**config.mk**
```make
export PLATFORM = sky130hd
export DESIGN_NAME = stream_decoder_pipe
export DESIGN_NICKNAME = d
export VERILOG_FILES = /design/src/rtl/stream_decoder_pipe.sv
export SDC_FILE = /design/constraint.sdc
export NUM_CORES = 1
export LEC_CHECK = 0
export ABC_AREA = 1
export BUFFER_PORTS_ARGS = -buffer_cell sky130_fd_sc_hd__buf_2
export CAP_MARGIN = 20
export CORE_MARGIN = 2
export CORE_UTILIZATION = 40
export DETAILED_ROUTE_END_ITERATION = 8
export GPL_TIMING_DRIVEN = 0
export HOLD_SLACK_MARGIN = 0.15
export PLACE_DENSITY = 0.55
export SLEW_MARGIN = 15
export SYNTH_ARGS = -nofsm -noshare
export SYNTH_HDL_FRONTEND = slang
export SYNTH_SLANG_ARGS = --single-unit
```
**constraint.sdc**
```tcl
create_clock -name iCLK -period 4.4 [get_ports iCLK]
set_input_delay 0.44 -clock iCLK [delete_from_list [all_inputs] [get_ports iCLK]]
set_output_delay 0.44 -clock iCLK [all_outputs]
set_load 0.01 [all_outputs]
```
**src/rtl/stream_decoder_pipe.sv**
```systemverilog
// Stream-to-binary decoder: accumulates NCH signed channels over 2^k beats and emits normalised words.
// Optional macro DECODER_ROUND_EN selects round-half-up with positive saturation instead of floor truncation.
module stream_decoder_pipe #(
  parameter int NCH    = 4,
  parameter int WSTR   = 2,
  parameter int WR_MAX = 8,
  parameter int WOUT   = WSTR + WR_MAX - 1
) (
  input  logic                             iCLK,
  input  logic                             iRST,
  input  logic [$clog2(WR_MAX+1)-1:0]      iWinLog,
  input  logic                             iValid_AS,
  output logic                             oReady_AS,
  input  logic [NCH*WSTR-1:0]              iData_AS,
  output logic                             oValid_BS,
  input  logic                             iReady_BS,
  output logic [NCH*WOUT-1:0]              oData_BS
);

  localparam int WACC = WSTR + WR_MAX;
  localparam int WL_W = $clog2(WR_MAX + 1);

  typedef enum logic [1:0] {S_IDLE = 2'd0, S_ACC = 2'd1, S_HOLD = 2'd2} state_t;

  state_t                  state;
  logic                    rdy;
  logic [WR_MAX-1:0]       cnt_p0;
  logic [WL_W-1:0]         kw_p0;
  logic signed [WACC-1:0]  acc_p0  [NCH];
  logic signed [WACC-1:0]  acc_sum [NCH];
  logic [WL_W-1:0]         k_in;
  logic [WL_W-1:0]         k_cur;
  logic [WR_MAX:0]         win_len;
  logic                    last;
  logic                    accept;
  logic [NCH*WOUT-1:0]     res;
  logic                    vld_p1;
  logic [NCH*WOUT-1:0]     data_p1;

  function automatic logic [WL_W-1:0] clamp_k(input logic [WL_W-1:0] k);
    if (int'(k) > WR_MAX) return WL_W'(WR_MAX);
    return k;
  endfunction

`ifdef DECODER_ROUND_EN
  localparam int RND_SH = (WACC > WOUT) ? (WACC - WOUT - 1) : 0;
  localparam logic [WACC:0] RND_HALF = (WACC + 1)'((WACC > WOUT) ? 1 : 0) << RND_SH;

  // Only positive overflow is possible since the rounding constant is non-negative.
  function automatic logic signed [WOUT-1:0] round_sat(input logic signed [WACC-1:0] n);
    logic signed [WACC:0]   ext;
    logic signed [WOUT-1:0] maxp;
    ext  = {n[WACC-1], n} + RND_HALF;
    maxp = '1;
    maxp[WOUT-1] = 1'b0;
    if (ext[WACC] != ext[WACC-1]) return maxp;
    return ext[WACC-1 -: WOUT];
  endfunction
`endif

  function automatic logic signed [WOUT-1:0] normalise(input logic signed [WACC-1:0] a,
                                                       input logic [WL_W-1:0] k);
    logic signed [WACC-1:0] n;
    n = a <<< (WR_MAX - int'(k));
`ifdef DECODER_ROUND_EN
    return round_sat(n);
`else
    return n[WACC-1 -: WOUT];
`endif
  endfunction

  always_comb begin
    k_in    = clamp_k(iWinLog);
    // The exponent is sampled on the first beat of a window and frozen afterwards.
    k_cur   = (cnt_p0 == '0) ? k_in : kw_p0;
    win_len = (WR_MAX + 1)'(1) << k_cur;
    last    = ({1'b0, cnt_p0} == (win_len - (WR_MAX + 1)'(1)));
    accept  = iValid_AS && rdy;
    res     = '0;
    for (int c = 0; c < NCH; c++) begin
      acc_sum[c] = acc_p0[c] + {{WR_MAX{iData_AS[c*WSTR+WSTR-1]}}, iData_AS[c*WSTR +: WSTR]};
      res[c*WOUT +: WOUT] = (state == S_HOLD) ? normalise(acc_p0[c], kw_p0)
                                              : normalise(acc_sum[c], k_cur);
    end
  end

  // Stage p0: accumulation and control; stage p1: registered output word.
  always_ff @(posedge iCLK or posedge iRST) begin
    if (iRST) begin
      state   <= S_IDLE;
      rdy     <= 1'b0;
      cnt_p0  <= '0;
      kw_p0   <= '0;
      vld_p1  <= 1'b0;
      data_p1 <= '0;
      for (int c = 0; c < NCH; c++) acc_p0[c] <= '0;
    end else begin
      if (vld_p1 && iReady_BS) vld_p1 <= 1'b0;
      case (state)
        S_IDLE: begin
          state <= S_ACC;
          rdy   <= 1'b1;
        end
        S_ACC: begin
          if (accept) begin
            if (!last) begin
              cnt_p0 <= cnt_p0 + 1'b1;
              kw_p0  <= k_cur;
              for (int c = 0; c < NCH; c++) acc_p0[c] <= acc_sum[c];
            end else if (!vld_p1 || iReady_BS) begin
              data_p1 <= res;
              vld_p1  <= 1'b1;
              cnt_p0  <= '0;
              for (int c = 0; c < NCH; c++) acc_p0[c] <= '0;
            end else begin
              kw_p0 <= k_cur;
              state <= S_HOLD;
              rdy   <= 1'b0;
              for (int c = 0; c < NCH; c++) acc_p0[c] <= acc_sum[c];
            end
          end
        end
        S_HOLD: begin
          if (vld_p1 && iReady_BS) begin
            data_p1 <= res;
            vld_p1  <= 1'b1;
            cnt_p0  <= '0;
            state   <= S_ACC;
            rdy     <= 1'b1;
            for (int c = 0; c < NCH; c++) acc_p0[c] <= '0;
          end
        end
        default: begin
          state <= S_IDLE;
          rdy   <= 1'b0;
        end
      endcase
    end
  end

  assign oReady_AS = rdy;
  assign oValid_BS = vld_p1;
  assign oData_BS  = data_p1;

endmodule

```
; Yosys cells after proc, flatten, opt, wreduce, memory -nomap -nowiden
; Cells that the tools add are included.
[word_totals]
register_bits = 92
input_bits = 16
out_inout_bits = 38
word_cells = 91
[op_classes]
n_addsub = 8
order_cmp = 1
eq_ne = 10
shift = 9
mux = 41
reduce_logical = 12
[op_table]
columns = op, n
row1 = $sshl 10x32->10, 8
row2 = $mux 40, 4
row3 = $mux 36, 4
row4 = $pmux 40 s2, 1
row5 = $pmux 36 s2, 1
row6 = $add 10x10->10, 4
row7 = $mux 9, 4
row8 = $mux 8, 4
row9 = $mux 4, 5
row10 = $pmux 8 s2, 1
row11 = $mux 1, 10
row12 = $ne 2x2->1 const B, 5
row13 = $sub 4x4->5 const A, 2
row14 = $eq 8x9->1, 1
row15 = $shl 1x4->9 const A, 1
row16 = $sub 9x1->9 const B, 1
row17 = $add 8x1->8 const B, 1
row18 = $logic_not 8->1, 1
row19 = $mux 2, 4
row20 = $reduce_and 4->1, 2
row21 = $pmux 2 s3, 1
row22 = $reduce_and 3->1, 2
row23 = $reduce_and 5->1, 1
row24 = $gt 4x4->1 const B, 1
row25 = 11 further kinds, 12

; Logic depth before layout (Yosys ltp)
; Gate-level depths: netlist of run 1.
[logic_depth]
word_depth = 11
depth_mapped = 28
ltp_nobuf = 26

; Worst setup path after synthesis of run 1
; Ideal clock, no wire load.
[synth_path]
kind = register to register
startpoint = reg cnt_p0[0]
endpoint = reg data_p1[25], in the netlist oData_BS[25]
setup_time_ns = 0.118
arrival_time_ns = 3.506
t_required_ns = 4.282
path_slack_ns = 0.776
stages_incl_launch_ff = 28
path_buffers = 2
synth_period_minus_slack_ns = 3.624
path_cell_list = dfrtp_1 inv_1 ha_1 nand3_2 nor2_4 nand2_2 inv_2 nand2_1 o21ai_2 inv_2 clkbuf_1 ha_1 ha_1 nand2_1 ha_1 inv_1 o21bai_4 nor2_2 nand2_1 nand3_1 nand2_1 nor2_4 nand3_4 nand2_4 nand2_4 buf_2 nand2_1 nand2_1
[synth_via]
elab_chain_len = 9
word_cells_on_any_way = 15
cone_classes = 2 x add/sub / 2 x eq/ne / 2 x shift / 7 x mux / 2 x reduce/logical
[synth_rtl]
columns = element, line
row1 = "start, declared", 27  ; logic [WR_MAX-1:0] cnt_p0;
row2 = "start signal, assigned", 107  ; cnt_p0 <= cnt_p0 + 1'b1;
row3 = $logic_not 8->1 (*), 75  ; k_cur = (cnt_p0 == '0) ? k_in : kw_p0;
row4 = $mux 4 (*), 75
row5 = net k_cur[0], 32  ; logic [WL_W-1:0] k_cur;
row6 = $sub 4x4->5, 64  ; n = a <<< (WR_MAX - int'(k));
row7 = $sshl 10x32->10, 64
row8 = $mux 9, 82  ; res[c*WOUT +: WOUT] = (state == S_HOLD) ? normalise(acc_p0[c], kw_p0)
row9 = $mux 36, 110  ; end else if (!vld_p1 || iReady_BS) begin
row10 = $mux 36, 106  ; if (!last) begin
row11 = $mux 36, 105  ; if (accept) begin
row12 = $pmux 36 s2, 99  ; case (state)
row13 = "end signal, assigned", 111  ; data_p1 <= res;
row14 = "end signal, assigned", 125  ; data_p1 <= res;
row15 = "end, declared", 38  ; logic [NCH*WOUT-1:0] data_p1;
; Mark *: on every way through the listed nets, which the timed path passes. The rest lies on a longest branch. The select of a mux whose other input is x is not followed.
; A chain may end at the register's enable or synchronous reset.

; Final worst setup path of run 1
[layout_path]
startpoint = reg cnt_p0[0]
endpoint = reg data_p1[2], in the netlist oData_BS[2]
; Same word-level chain as after synthesis.

==> impl_metrics.py, run 1 <==
metrics = {
    "setup_path": {
        "crit_arrival_ps": 4460,
        "critPathLaunch": "cnt_p0[0]",
        "rrSetupSlack_ps": 240,
        "end_kind": "flip-flop",
        "worstPathCellList": "inv_1 -> ha_2 -> nand3_2 -> nor2_4 -> buf_4 -> o21ai_4 -> inv_2 -> clkbuf_4 -> ha_1 -> inv_1 -> o21ai_4 -> inv_1 -> nor2_1 -> buf_2 -> nand2_1 -> o21ai_0 -> o21ai_0 -> o21ai_0 -> nand3_1 -> nand2_1",
        "cp_num_cells": 20,
        "critical-path-top-delay-family": "buffers and inverters",
        "rr_worst_depth": 20,
        "reg2reg_from": "cnt_p0[0]",
        "crit_required_ps": 4710,
        "timing.rr.end": "oData_BS[2]",
        "endpoint": "oData_BS[2]",
        "worstPathMaxFanout": 11,
        "criticalPathCategory": "flip-flop to flip-flop",
        "cp-start-kind": "flip-flop",
        "path_buf_inv": 7,
        "crit_slowest_cell": "dfrtp_1",
        "cp_slowest_stage_delay_ps": 430,
    },
    "finish": {
        "n_antenna_cell": 0,
        "nets": 1616,
        "areaGrowthSynthToFinish_pct": 11.25,
        "final_cell_area_um2": 10220,
        "drive_gt1_frac": 0.09478,
    },
    "grt": {
        "grt_pass1_wl_um": 56460,
        "grt_remaining_overflow": 0,
        "grt_start_max_net_pins": 61,
        "groute.usage.overall": 0.3051,
        "grt_pass1_vias": 9519,
        "antenna_found_initial": 0,
    },
    "place": {
        "io_buffers": 53,
        "hpwl_um": 29000,
        "post_dp_cell_area_um2": 9844,
        "gp_congestion": 1.004,
    },
    "clock_network": {
        "cts_buffers": 9,
        "cts_tree": "done",
        "path_clk_slew_ps": 80,
        "clk_latency_ps": 370,
        "clk_path_buf_depth": 2,
        "cts_sinks": 92,
        "htreeDepth": 3,
        "cts_root_buf": "clkbuf_16",
    },
    "logic_synthesis": {
        "synth_top_family_by_area": "simple AND/OR/NAND/NOR gates",
        "synth_adder_area_share": 0.07679,
        "yosysSeqAreaShare": 0.2505,
        "synth_flop_cell": "dfrtp_1",
        "synth_area_leaders": "dfrtp_1, nand2_1, nand3_1",
        "syn_inst": 1474,
        "synth_compound_area_frac": 0.1430,
        "synth_nets": 1544,
        "avgSynthCellArea_um2": 6.235,
        "synth_warnings": 0,
        "ys_ff_latch": 92,
        "synthArstFlopShare": 1.000,
        "synth_most_common_cell": "nand2_1",
        "synth_top_area_share": 0.2505,
        "syn-cell-area_um2": 9190,
        "synth.cells.most_frequent": "nand2_1, nand3_1, o21ai_0, inv_1, dfrtp_1",
        "synth-simple-area-share": 0.4037,
        "synth_mux_area_frac": 0,
        "synth_top_area_cell": "dfrtp_1",
        "synthXorXnorAreaFrac": 0.04112,
        "synth_cell_types": 45,
        "synth_edf_count": 0,
    },
    "routing": {
        "drc": 0,
        "met2RoutedLength_um": 15530,
        "wl_met1_um": 17190,
        "vias": 10190,
        "firstDrtPassIters": 5,
        "routed.top_layer": "met4",
        "dr_wl_met3_um": 2268,
        "ant_nets": 0,
        "avgViaCountPerCell": 5.551,
        "routedWlPerCell_um": 19.81,
        "drtIter0Drc": 1074,
        "totalWireLength_um": 36370,
    },
    "floorplan": {
        "rows": 55,
        "start_util": 0.4072,
        "die_x_um": 155.6,
        "ios": 54,
        "die_h_um": 155.6,
        "dieArea_um2": 24200,
        "core_area_um2": 22570,
    },
    "sta": {
        "final-hold-violation-count": 0,
        "whs_ps": 426.1,
        "relSlewSlack": 0.4169,
        "fmax_mhz": 240.7,
        "post-route-min-period_ps": 4155,
        "fin_skew_ps": 17.09,
        "slew_viol_final": 0,
        "fin_crit_sh": 0.9444,
        "finalSetupViolations": 0,
        "max_slew.worst_pin.slew_ps": 871.4,
        "setup_tns_ps": 0,
    },
    "status": {
        "status": "completed",
    },
    "min_path": {
        "holdCritPathClass": "input pin to flip-flop",
    },
    "flow_run": {
        "cap_violations": 0,
    },
}
[metrics by stage]
step / utilization / cells / setup WS [ps]
after floorplan: - / 1474 / 775.7
after global placement: 0.4347 / 1812 / -563.2
after detailed placement: 0.4361 / 1813 / -647.6
after CTS: 0.4515 / 1833 / 123.3
after global routing: 0.4529 / 1836 / -14.31
final: 0.4529 / 1836 / 244.7
[timing repair]
item | CTS | global route
gates resized for setup | 5 | 8
pin swaps | 1 | 3
hold buffers | 1 | 0
endpoints found under the hold margin | 32 | 0
buffers inserted | 3 | 3
cloned | 0 | 0
setup endpoints to repair | 92 | 66
[registers in the layout, indices dropped and copies added (netlist names)]
register / cells
acc_p0: 40
oData_BS: 36
cnt_p0: 8
kw_p0: 4
state: 2
oReady_AS: 1
oValid_BS: 1
[metal layers]
metal  global-route usage  vias to the layer above
li1                     -                     4999
met1               0.4402                     4737
met2               0.4669                      397
met3              0.03917                       58
met4               0.1123                        0
met5                    0                        -
[cell type report]
type                            count  area [µm²]
Timing Repair Buffer               61       347.8
Tap cell                          285       356.6
Inverter                          123       467.9
Clock inverter                      7       70.07
Sequential cell                    92        2302
Fill cell                        2445       12350
Buffer                             69       329.1
Multi-Input combinational cell   1190        6125
Clock buffer                        9       225.2
[worst min-delay path by stage]
stage / from / endpoint / cells past startpoint
6_report: iReady_BS / oValid_BS / 4
4_1_cts: iReady_BS / oValid_BS / 4
2_1_floorplan: kw_p0[1] / kw_p0[1] / 2
3_3_place_gp: oData_BS[14] / oData_BS[14] / 2
3_5_place_dp: iRST / oData_BS[5] / 2
5_1_grt: iReady_BS / oValid_BS / 4
[cell usage in the layout (no fill, tap or decap), types with 5 or more instances in the layout]
| cell | count |
|---|---|
| clkbuf_16 | 9 |
| ha_1 | 49 |
| o21ai_1 | 8 |
| nand4_1 | 12 |
| dfrtp_1 | 92 |
| buf_1 | 10 |
| nand2_1 | 543 |
| o21bai_1 | 7 |
| nand2_2 | 5 |
| nor3_1 | 10 |
| nor2_1 | 67 |
| a31oi_1 | 8 |
| clkbuf_1 | 39 |
| o21ai_0 | 112 |
| nand3_1 | 205 |
| nor2_4 | 6 |
| inv_2 | 12 |
| buf_4 | 13 |
| buf_2 | 61 |
| o22ai_1 | 12 |
| xor2_1 | 38 |
| a21oi_1 | 46 |
| inv_1 | 107 |
| nor2_2 | 6 |
| o211ai_1 | 12 |
[worst min-delay path, cell delays in order]
cell and delay [ps]:
buf_2 90, nor2_1 80, nor2_1 90, nor2_1 50
[cells by family (layout without fill, tap and decap cells)]
kind of cell | count (synthesis) | after routing
AOI/OAI and AO/OA | 228 | 228
and+or+nand+nor | 867 | 867
xor gates and xnor gates | 41 | 41
buffers and inverters | 192 | 269
adders and majority gates | 54 | 54
DFF | 92 | 92
Power of run 1 is not shown: default switching activity piles up to over one toggle a cycle in this logic, so the estimate is an artifact.
==> run 2, diff against run 1 <==
--- a/config.mk
+++ b/config.mk
@@ -8,12 +8,13 @@
 export ABC_AREA = 1
 export BUFFER_PORTS_ARGS = -buffer_cell sky130_fd_sc_hd__buf_2
 export CAP_MARGIN = 20
+export CORE_ASPECT_RATIO = 1.4
 export CORE_MARGIN = 2
-export CORE_UTILIZATION = 40
+export CORE_UTILIZATION = 63
 export DETAILED_ROUTE_END_ITERATION = 8
 export GPL_TIMING_DRIVEN = 0
 export HOLD_SLACK_MARGIN = 0.15
-export PLACE_DENSITY = 0.55
+export PLACE_DENSITY = 0.81
 export SLEW_MARGIN = 15
 export SYNTH_ARGS = -nofsm -noshare
 export SYNTH_HDL_FRONTEND = slang
==> run 2 against run 1 <==
Net effect:
- critical path type unchanged
- via count increased by 5.5%
- utilization grew 25 points
- fmax fell by 0.32%
- first-iteration DRC count rose by 22%
- wire length shrank 8.3%
- worst setup slack worse by 13 ps
==> impl_metrics.py, run 2 (synthesis gave the netlist of run 1 again) <==
metrics = {
    "status": {
        "status": "completed",
    },
    "floorplan": {
        "start_util": 0.6391,
        "rows": 52,
        "ios": 54,
        "die_h_um": 146.9,
        "dieArea_um2": 15580,
        "die_x_um": 106.1,
        "core_area_um2": 14380,
    },
    "flow_run": {
        "cap_violations": 0,
    },
    "place": {
        "post_dp_cell_area_um2": 9722,
        "io_buffers": 53,
        "post-place-ws_ps": -203.2,
        "gp_congestion": 1.091,
        "hpwl_um": 26190,
    },
    "grt": {
        "use_met1": 0.5077,
        "grt_remaining_overflow": 0,
        "grt_util_met2": 0.7045,
        "grtUsageMet3": 0.09139,
        "grt_start_max_net_pins": 59,
        "grt_pass1_wl_um": 52610,
        "grt_pass1_vias": 10020,
        "groute.usage.overall": 0.4354,
        "top_usage_layer": "met2",
        "antenna_found_initial": 0,
    },
    "clock_network": {
        "cts_root_buf": "clkbuf_16",
        "cts_buffers": 9,
        "cts_tree": "done",
        "clk_latency_ps": 360,
        "htreeDepth": 3,
        "cts_sinks": 92,
        "path_clk_slew_ps": 70,
        "clk_path_buf_depth": 2,
    },
    "sta": {
        "setup_tns_ps": 0,
        "post-route-min-period_ps": 4169,
        "fmax_mhz": 239.9,
        "relSlewSlack": 0.3899,
        "rsz0062_at_grt": "no",
        "fin_crit_sh": 0.9474,
        "max_slew.worst_pin.slew_ps": 905.6,
        "setup_ws_ps": 231.5,
        "slew_viol_final": 0,
        "final-hold-violation-count": 0,
        "fin_skew_ps": 10.14,
        "finalSetupViolations": 0,
    },
    "routing": {
        "vias": 10750,
        "ant_nets": 0,
        "drtIter0Drc": 1312,
        "avgViaCountPerCell": 6.188,
        "firstDrtPassIters": 6,
        "totalWireLength_um": 33360,
        "drc": 0,
        "routedWlPerCell_um": 19.20,
    },
    "finish": {
        "areaGrowthSynthToFinish_pct": 9.680,
        "drive_gt1_frac": 0.09367,
        "num-fill-cells": 1324,
        "nets": 1613,
        "final_cell_area_um2": 10080,
        "largest_register_ffs": 40,
        "mostFrequentLayoutCell": "nand2_1",
        "layout_common_cells": "nand2_1, nand3_1, o21ai_0",
        "n_antenna_cell": 0,
        "final_util": 0.7010,
        "largest_register": "acc_p0",
    },
    "setup_path": {
        "worstPathMaxFanout": 10,
        "cp_slowest_stage_delay_ps": 510,
        "crit_top_cell": "o21ai_0",
        "cp-start-kind": "flip-flop",
        "crit_arrival_ps": 4460,
        "worstPathCellList": "inv_1 -> clkbuf_1 -> ha_1 -> a21oi_1 -> inv_1 -> clkbuf_1 -> clkbuf_1 -> nand3_1 -> o21ai_0 -> o21ai_0 -> o21ai_0 -> o21ai_0 -> nand2_1 -> nand3_1 -> nand2_1",
        "crit_slowest_cell": "clkbuf_1",
        "criticalPathCategory": "flip-flop to flip-flop",
        "end_kind": "flip-flop",
        "crit_required_ps": 4690,
    },
    "min_path": {
        "holdCritPathClass": "input pin to flip-flop",
    },
}
==> run 2: metal layers <==
layer | part of all wire | vias up
met3 | 0.10 | 229
met2 | 0.45 | 741
met5 | 0 | -
met4 | 0.094 | 0
met1 | 0.36 | 4776
li1 | - | 5003
==> run 2: what timing repair did <==
item,CTS,global route
buffers inserted,0,3
setup endpoints to repair,74,92
pin swaps,0,2
hold buffers,1,0
endpoints found under the hold margin,34,0
resized for setup,4,3
==> run 2: path summary, 6_finish.rpt <==
path	from	end	slack, ps	depth (start not counted)
worst max-delay path	kw_p0[0]	oData_BS[25]	230	15
worst min-delay path	iReady_BS	oValid_BS	430	4
worst max register to register	kw_p0[0]	oData_BS[25]	230	15
worst min register to register	oData_BS[27]	oData_BS[27]	470	2
max in group asynchronous	iRST	acc_p0[22]	3080	4
min in group asynchronous	iRST	oData_BS[0]	650	3
==> run 2: worst max-delay path: cells and delay by family, from the launching register on <==
kind                       cells  cell delay [ps]
DFF                            1              410
and+or+nand+nor                4              350
AOI/OAI and AO/OA              5             1030
adders and majority gates      1              270
buffers and inverters          5             2030
==> run 2: cell type report <==
class                           instances  area [µm²]  area share
Buffer                                 69       321.6     0.03190
Clock inverter                          7       81.33    0.008068
Clock buffer                            9       225.2     0.02234
Multi-Input combinational cell       1190        6122      0.6074
Sequential cell                        92        2302      0.2284
Inverter                              123       465.4     0.04618
Tap cell                              189       236.5     0.02346
Timing Repair Buffer                   58       325.3     0.03227
==> run 2: stage by stage <==
| step | hold WS [ps] | cells |
|---|---|---|
| 2_1_floorplan | 463.8 | 1474 |
| 3_3_place_gp | 450.3 | 1716 |
| 3_5_place_dp | 454.6 | 1717 |
| 4_1_cts | 430.6 | 1734 |
| 5_1_grt | 464.8 | 1737 |
| 6_report | 429.8 | 1737 |
Power of run 2 is left out for the same reason.
